==> src/rtl/audio_mux_pkg.sv <==
// Shared definitions for the audio sample mux: FSM state codes, register
// offsets relative to CTRL_BASE, and bit positions inside the STATUS word.
package audio_mux_pkg;

    typedef enum logic [1:0] {
        ST_IDLE = 2'd0,
        ST_FILL = 2'd1,
        ST_DONE = 2'd2
    } state_t;

    // Offsets from CTRL_BASE
    localparam int OFF_CTRL    = 0;
    localparam int OFF_BUFSIZE = 1;
    localparam int OFF_STATUS  = 2;

    // CTRL write bits
    localparam int CTRL_ACT_BIT = 0;
    localparam int CTRL_CLR_BIT = 1;

    // STATUS layout (counter occupies the low FIFO_WIDTH+1 bits)
    localparam int STAT_STATE_LSB = 16;
    localparam int STAT_SHORT_BIT = 18;
    localparam int STAT_CFG_BIT   = 19;

endpackage

==> src/rtl/syncro_2.sv <==
// Two-flop synchronizer for a single asynchronous level.
// Ports: clk - destination clock; din - async input; dout - synchronized output.
// Deliberately unreset: the output is valid two clocks after din settles.
module syncro_2 (
    input  logic clk,
    input  logic din,
    output logic dout
);

    logic meta;

    always_ff @(posedge clk) begin
        meta <= din;
        dout <= meta;
    end

endmodule

==> src/rtl/audio_mux_mc.sv <==
// Audio sample mux with host register interface and block-capture sequencer.
// Ports:
//   clk, reset          - clock, synchronous active-high reset
//   address/read/write  - host register bus; datain write data,
//   datain, dataout       dataout registered read data
//   sound_in            - NUM_CH packed samples, channel c at [c*D +: D]
//   xxxx_top            - voice-cycle top pulse
//   lrck, run           - asynchronous word clock and run level
//   ch_read             - per-channel read pulse (combinational)
//   trig                - sample trigger (lrck in I2S mode, block trigger otherwise)
//   i2s_enable          - high when BUFSIZE==0
//   sample_ready        - sample/block available
//
// state | meaning
// IDLE  | no block in progress; counter held at 0
// FILL  | counting run_trig pulses toward BUFSIZE
// DONE  | block complete; waiting for act to drop
module audio_mux_mc
    import audio_mux_pkg::*;
#(
    parameter int NUM_CH        = 2,
    parameter int AUD_BIT_DEPTH = 24,
    parameter int FIFO_WIDTH    = 6,
    parameter int ADDR_W        = 4
) (
    input  logic                            clk,
    input  logic                            reset,
    input  logic [ADDR_W-1:0]               address,
    input  logic                            read,
    input  logic                            write,
    input  logic [31:0]                     datain,
    output logic [31:0]                     dataout,
    input  logic [NUM_CH*AUD_BIT_DEPTH-1:0] sound_in,
    input  logic                            xxxx_top,
    input  logic                            lrck,
    input  logic                            run,
    output logic [NUM_CH-1:0]               ch_read,
    output logic                            trig,
    output logic                            i2s_enable,
    output logic                            sample_ready
);

    localparam int D         = AUD_BIT_DEPTH;
    localparam int CW        = FIFO_WIDTH + 1;
    localparam int CTRL_BASE = 2 ** (ADDR_W - 1);

    localparam logic [ADDR_W-1:0] A_CTRL    = ADDR_W'(CTRL_BASE + OFF_CTRL);
    localparam logic [ADDR_W-1:0] A_BUFSIZE = ADDR_W'(CTRL_BASE + OFF_BUFSIZE);
    localparam logic [ADDR_W-1:0] A_STATUS  = ADDR_W'(CTRL_BASE + OFF_STATUS);

    logic          lrck_sync, run_sync;
    logic          act, act_dly;
    logic [CW-1:0] bufsize, counter, cnt_next;
    state_t        state;
    logic          short_err, cfg_err;
    logic          run_trig, trig_blk;

    logic          wr_ctrl, wr_buf, clr_flags;
    logic          act_rise, act_fall, i2s_mode, final_trig;
    logic          set_short, set_cfg;
    logic          ch_hit;
    logic [31:0]   ch_word, status_word, rd_data;
    logic          unused_datain;

    syncro_2 u_sync_lrck (.clk(clk), .din(lrck), .dout(lrck_sync));
    syncro_2 u_sync_run  (.clk(clk), .din(run),  .dout(run_sync));

    assign unused_datain = ^datain;

    assign wr_ctrl    = write && (address == A_CTRL);
    assign wr_buf     = write && (address == A_BUFSIZE);
    assign clr_flags  = wr_ctrl && datain[CTRL_CLR_BIT];
    assign act_rise   = act && !act_dly;
    assign act_fall   = !act && act_dly;
    assign i2s_mode   = (bufsize == '0);
    assign cnt_next   = counter + CW'(1);
    assign final_trig = run_trig && (cnt_next == bufsize);
    // A drop of act on the same cycle as the last trigger still counts as a full block.
    assign set_short  = (state == ST_FILL) && act_fall && !final_trig;
    assign set_cfg    = wr_buf && (state != ST_IDLE);

    always_comb begin
        ch_read = '0;
        ch_word = '0;
        ch_hit  = 1'b0;
        for (int c = 0; c < NUM_CH; c++) begin
            if (address == ADDR_W'(c)) begin
                ch_read[c] = read;
                ch_hit     = 1'b1;
                // Sample is left-justified; low bits read back as zero.
                ch_word    = 32'(sound_in[c*D +: D]) << (32 - D);
            end
        end
    end

    always_comb begin
        status_word                           = '0;
        status_word[CW-1:0]                   = counter;
        status_word[STAT_STATE_LSB +: 2]      = state;
        status_word[STAT_SHORT_BIT]           = short_err;
        status_word[STAT_CFG_BIT]             = cfg_err;
    end

    always_comb begin
        rd_data = '0;
        if (ch_hit)                    rd_data = ch_word;
        else if (address == A_CTRL)    rd_data = {31'b0, act};
        else if (address == A_BUFSIZE) rd_data = 32'(bufsize);
        else if (address == A_STATUS)  rd_data = status_word;
    end

    always_ff @(posedge clk) begin
        if (reset) begin
            act       <= 1'b0;
            act_dly   <= 1'b0;
            bufsize   <= '0;
            counter   <= '0;
            state     <= ST_IDLE;
            short_err <= 1'b0;
            cfg_err   <= 1'b0;
            dataout   <= '0;
            run_trig  <= 1'b0;
            trig_blk  <= 1'b0;
        end else begin
            act_dly <= act;
            if (wr_ctrl)
                act <= datain[CTRL_ACT_BIT];
            // BUFSIZE is frozen while a block is in flight.
            if (wr_buf && state == ST_IDLE)
                bufsize <= datain[CW-1:0];
            if (read)
                dataout <= rd_data;

            run_trig <= xxxx_top && (state == ST_FILL) && !run_sync;
            trig_blk <= run_trig && (state == ST_FILL);

            // Set wins over a simultaneous clear.
            short_err <= set_short || (short_err && !clr_flags);
            cfg_err   <= set_cfg   || (cfg_err   && !clr_flags);

            case (state)
                ST_IDLE: begin
                    counter <= '0;
                    if (act_rise && !i2s_mode)
                        state <= ST_FILL;
                end
                ST_FILL: begin
                    if (act_fall) begin
                        state   <= ST_IDLE;
                        counter <= '0;
                    end else if (run_trig) begin
                        counter <= cnt_next;
                        if (cnt_next == bufsize)
                            state <= ST_DONE;
                    end
                end
                ST_DONE: begin
                    if (act_fall) begin
                        state   <= ST_IDLE;
                        counter <= '0;
                    end
                end
                default: begin
                    state   <= ST_IDLE;
                    counter <= '0;
                end
            endcase
        end
    end

    assign i2s_enable   = i2s_mode;
    assign trig         = i2s_mode ? lrck_sync : trig_blk;
    assign sample_ready = i2s_mode || (state == ST_DONE);

endmodule

==> config.mk <==
export PLATFORM = sky130hd
export DESIGN_NAME = audio_mux_mc
export DESIGN_NICKNAME = d
export VERILOG_FILES = /design/src/rtl/audio_mux_pkg.sv /design/src/rtl/syncro_2.sv /design/src/rtl/audio_mux_mc.sv
export SDC_FILE = /design/constraint.sdc
export NUM_CORES = 1
export LEC_CHECK = 0
export ABC_AREA = 1
export ABC_CLOCK_PERIOD_IN_PS = 1860
export BUFFER_PORTS_ARGS = -buffer_cell sky130_fd_sc_hd__buf_2
export CELL_PAD_IN_SITES_DETAIL_PLACEMENT = 2
export CELL_PAD_IN_SITES_GLOBAL_PLACEMENT = 2
export CORE_MARGIN = 1
export CORE_UTILIZATION = 23
export DETAILED_ROUTE_END_ITERATION = 12
export GPL_ROUTABILITY_DRIVEN = 0
export PLACE_DENSITY_LB_ADDON = 0.1
export SETUP_SLACK_MARGIN = 0.15
export SLEW_MARGIN = 20
export SYNTH_ARGS = -nofsm -noshare
export SYNTH_HDL_FRONTEND = slang
export SYNTH_SLANG_ARGS = --single-unit
==> constraint.sdc <==
create_clock -name clk -period 1.86 [get_ports clk]
set_input_delay 0.279 -clock clk [delete_from_list [all_inputs] [get_ports clk]]
set_output_delay 0.279 -clock clk [all_outputs]
set_load 0.02 [all_outputs]
==> reports/metrics.yaml <==
violations: "design-rule violations"
fin_skew_ns: 0.007654
grt_max_degree: 26
worstPathArrival_ns: 1.46
die_area_um2: 12360
ys_types: 34
wire_per_inst_um: 14.61
clk_pin_slew_ns: 0.06
cp_slowest_cell: "dfxtp_2"
layout_commonest_cell: "nand2_1"
muxShareOfSynthArea: 0
fin_crit_sh: 0.9333
drt_iter0_drc: 56
total_power_uw: 3638
start_kind: "register"
crit_required_ns: 1.58
timing.final.ws_setup_ns: 0.1241
path_class: "register to output pin"
avgSynthCellArea_um2: 6.622
cts_sinks: 57
p_switching_uw: 1050
irDropWorstVdd_mv: 0.4065
h-tree-depth: 3
path_delay_family: "simple AND/OR/NAND/NOR gates"
fin_area_um2: 3931
core_um2: 11520
start_util: 0.2380
setup_viol: 0
synth_compound_area_frac: 0.1127
switching_share: 0.2886
syn_nets: 506
slowest_delay_ns: 0.32
drive_gt1_frac: 0.3327
p_clk_frac: 0.455
antenna_left: 0
drt_drc_violations_left: 8
cp-end-kind: "output pin"
fmax_mhz: 576.1
synth_seq_area_share: 0.4162
cts_hold_buf: 0
nNetsFinal: 625
hold_class: "input port to register"
grt_util_all_layers: 0.1719
io_buffers: 101
cts.path.max_buffers: 2
grt_pass1_wl_mm: 16.29
hpwl_mm: 7.502
fin_crit_ns: 1.736
wl_mm: 9.952
grt_util_met3: 0.05960
row_count: 39
die_height_um: 111.2
diodes: 0
grt_pass1_vias: 3396
seqPwrFrac: 0.362
combPwrFrac: 0.183
synth_top_flop_cell: "dfxtp_1"
crit_buf_inv: 3
power.internal_uw: 2588
viasPerCell: 4.505
syn_area_um2: 2741
hold_viol: 0
path_max_fanout: 3
netlist_instances: 414
ys_warn_count: 0
vias: 3068
p_leak_uw: 0.001951
post-place-ws_ns: 0.1389
grt_use_met2: 0.3138
powerDensity_nw_per_um2: 925.4
synthSimpleGateAreaFrac: 0.3501
place_area_um2: 3481
cap_violations: 0
met1_usage: 0.1864
drt_pass1_iterations: 8
path_cells: "inv_2 -> nand4_1 -> nor4_4 -> inv_1 -> nand2_1 -> nand2_1 -> buf_6"
clock_latency_ns: 0.34
synth_fa_ha_area_frac: 0.004564
root_buffer: "clkbuf_16"
async_flop_share: 0
top_usage_layer: "met2"
synth-xor-area-share: 0.006390
cpMostUsedCell: "nand2_1"
layout-area-overhead-vs-synth_pct: 43.40
die_w_um: 111.2
maxSlewViolCount: 0
mostFrequentLayoutCells: "143 x nand2_1, 98 x buf_2, 52 x inv_1"
synth_seq_cells: 57
rsz0062_at_grt: "true"
cts_inserted_buffers: 9
status: "finished, violations left"
antenna_found_initial: 0
ioPinCount: 128
cts_tree: "done"
synth_edf_count: 0
grt-ovfl-total: 0
synth_top_family_by_area: "simple AND/OR/NAND/NOR gates"
[stage by stage]
stage	setup TNS, ns	hold WS [ns]	utilization	cells
detailed placement	0	0.3185	0.3023	655
global route	0	0.02664	0.3414	681
CTS	-0.006050	0.02776	0.3346	678
finish	0	0.04472	0.3414	681
global placement	0	0.3121	0.3023	655
floorplan	0	0.3067	-	414
[registers in the layout, summed over array words and instances (netlist names), 2 cells and up]
name / flops
dataout: 31
bufsize: 7
state: 2
counter: 7
[repair_timing]
item / CTS / global route
gates resized for setup: 13 / 22
setup endpoints to repair: 5 / 6
buffers inserted: 7 / 3
pin swaps: 3 / 11
cloned: 0 / 0
[final cells by class]
class	count	area [µm²]
well taps	143	178.9
inverters	60	225.2
repair buffers	123	726.9
fillers	1391	7585
multi-input cells	282	1354
clock buffers	10	239.0
flip-flops and latches	57	1150
clock inverters	6	57.56
[layer usage]
layer / routed length, µm / vias to the layer above
li1: - / 1536
met1: 4159 / 1471
met2: 5198 / 53
met3: 489 / 8
met4: 104 / 0
met5: 0 / -
[logic make-up (layout without fill, tap and decap cells)]
group | Yosys count | after routing
AO/OA/AOI/OAI | 55 | 55
adder cells (fa/ha/maj) | 1 | 1
buffers and inverters | 75 | 199
flip-flops | 57 | 57
AND/OR/NAND/NOR | 223 | 223
XOR/XNOR | 2 | 2
other | 1 | 1
[final timing paths]
path | startpoint | slack, ns | to | depth (start not counted)
max | bufsize[3]$_SDFFE_PP0P_ | 0.12 | trig | 7
min reg2reg | u_sync_run.meta$_DFF_P_ | 0.33 | u_sync_run.dout$_DFF_P_ | 0
min | lrck | 0.04 | u_sync_lrck.meta$_DFF_P_ | 1
max reg2reg | counter[0]$_SDFFE_PP0P_ | 0.25 | state[0]$_SDFFE_PP0P_ | 13
[synth_stat cells, types with 2 or more instances]
master / number / area [µm²]
nor2_2: 2 / 12.51
nand4_1: 3 / 18.77
a31oi_1: 2 / 12.51
buf_2: 4 / 20.02
nand2_1: 151 / 566.8
a221oi_1: 2 / 17.52
o22ai_1: 6 / 37.54
inv_1: 58 / 217.7
nor2_1: 21 / 78.83
o21ai_0: 15 / 75.07
buf_1: 4 / 15.01
nor3_2: 2 / 20.02
nor3_1: 3 / 15.01
a21oi_2: 2 / 17.52
dfxtp_1: 57 / 1141
nand3_1: 34 / 170.2
nand2_2: 3 / 18.77
clkbuf_1: 5 / 18.77
inv_2: 2 / 7.510
a21oi_1: 24 / 120.1
[worst reg2reg max path: cells and delay by family (launching register included)]
family	cells	cell delay [ns]
AND/OR/NAND/NOR	8	0.62
AO/OA/AOI/OAI	1	0.05
XOR/XNOR	1	0.16
flip-flops	1	0.33
adder cells (fa/ha/maj)	1	0.17
buffers and inverters	2	0.17
[power by group through the flow]
stage,Sequential [µW],Clock [µW],Combinational (µW)
finish,1320,1650,667
global route,1320,1770,753
detailed placement,1340,0,612
CTS,1310,1710,658
global placement,1330,0,601
floorplan,1340,0,352
(Power assumes the default switching activity.)
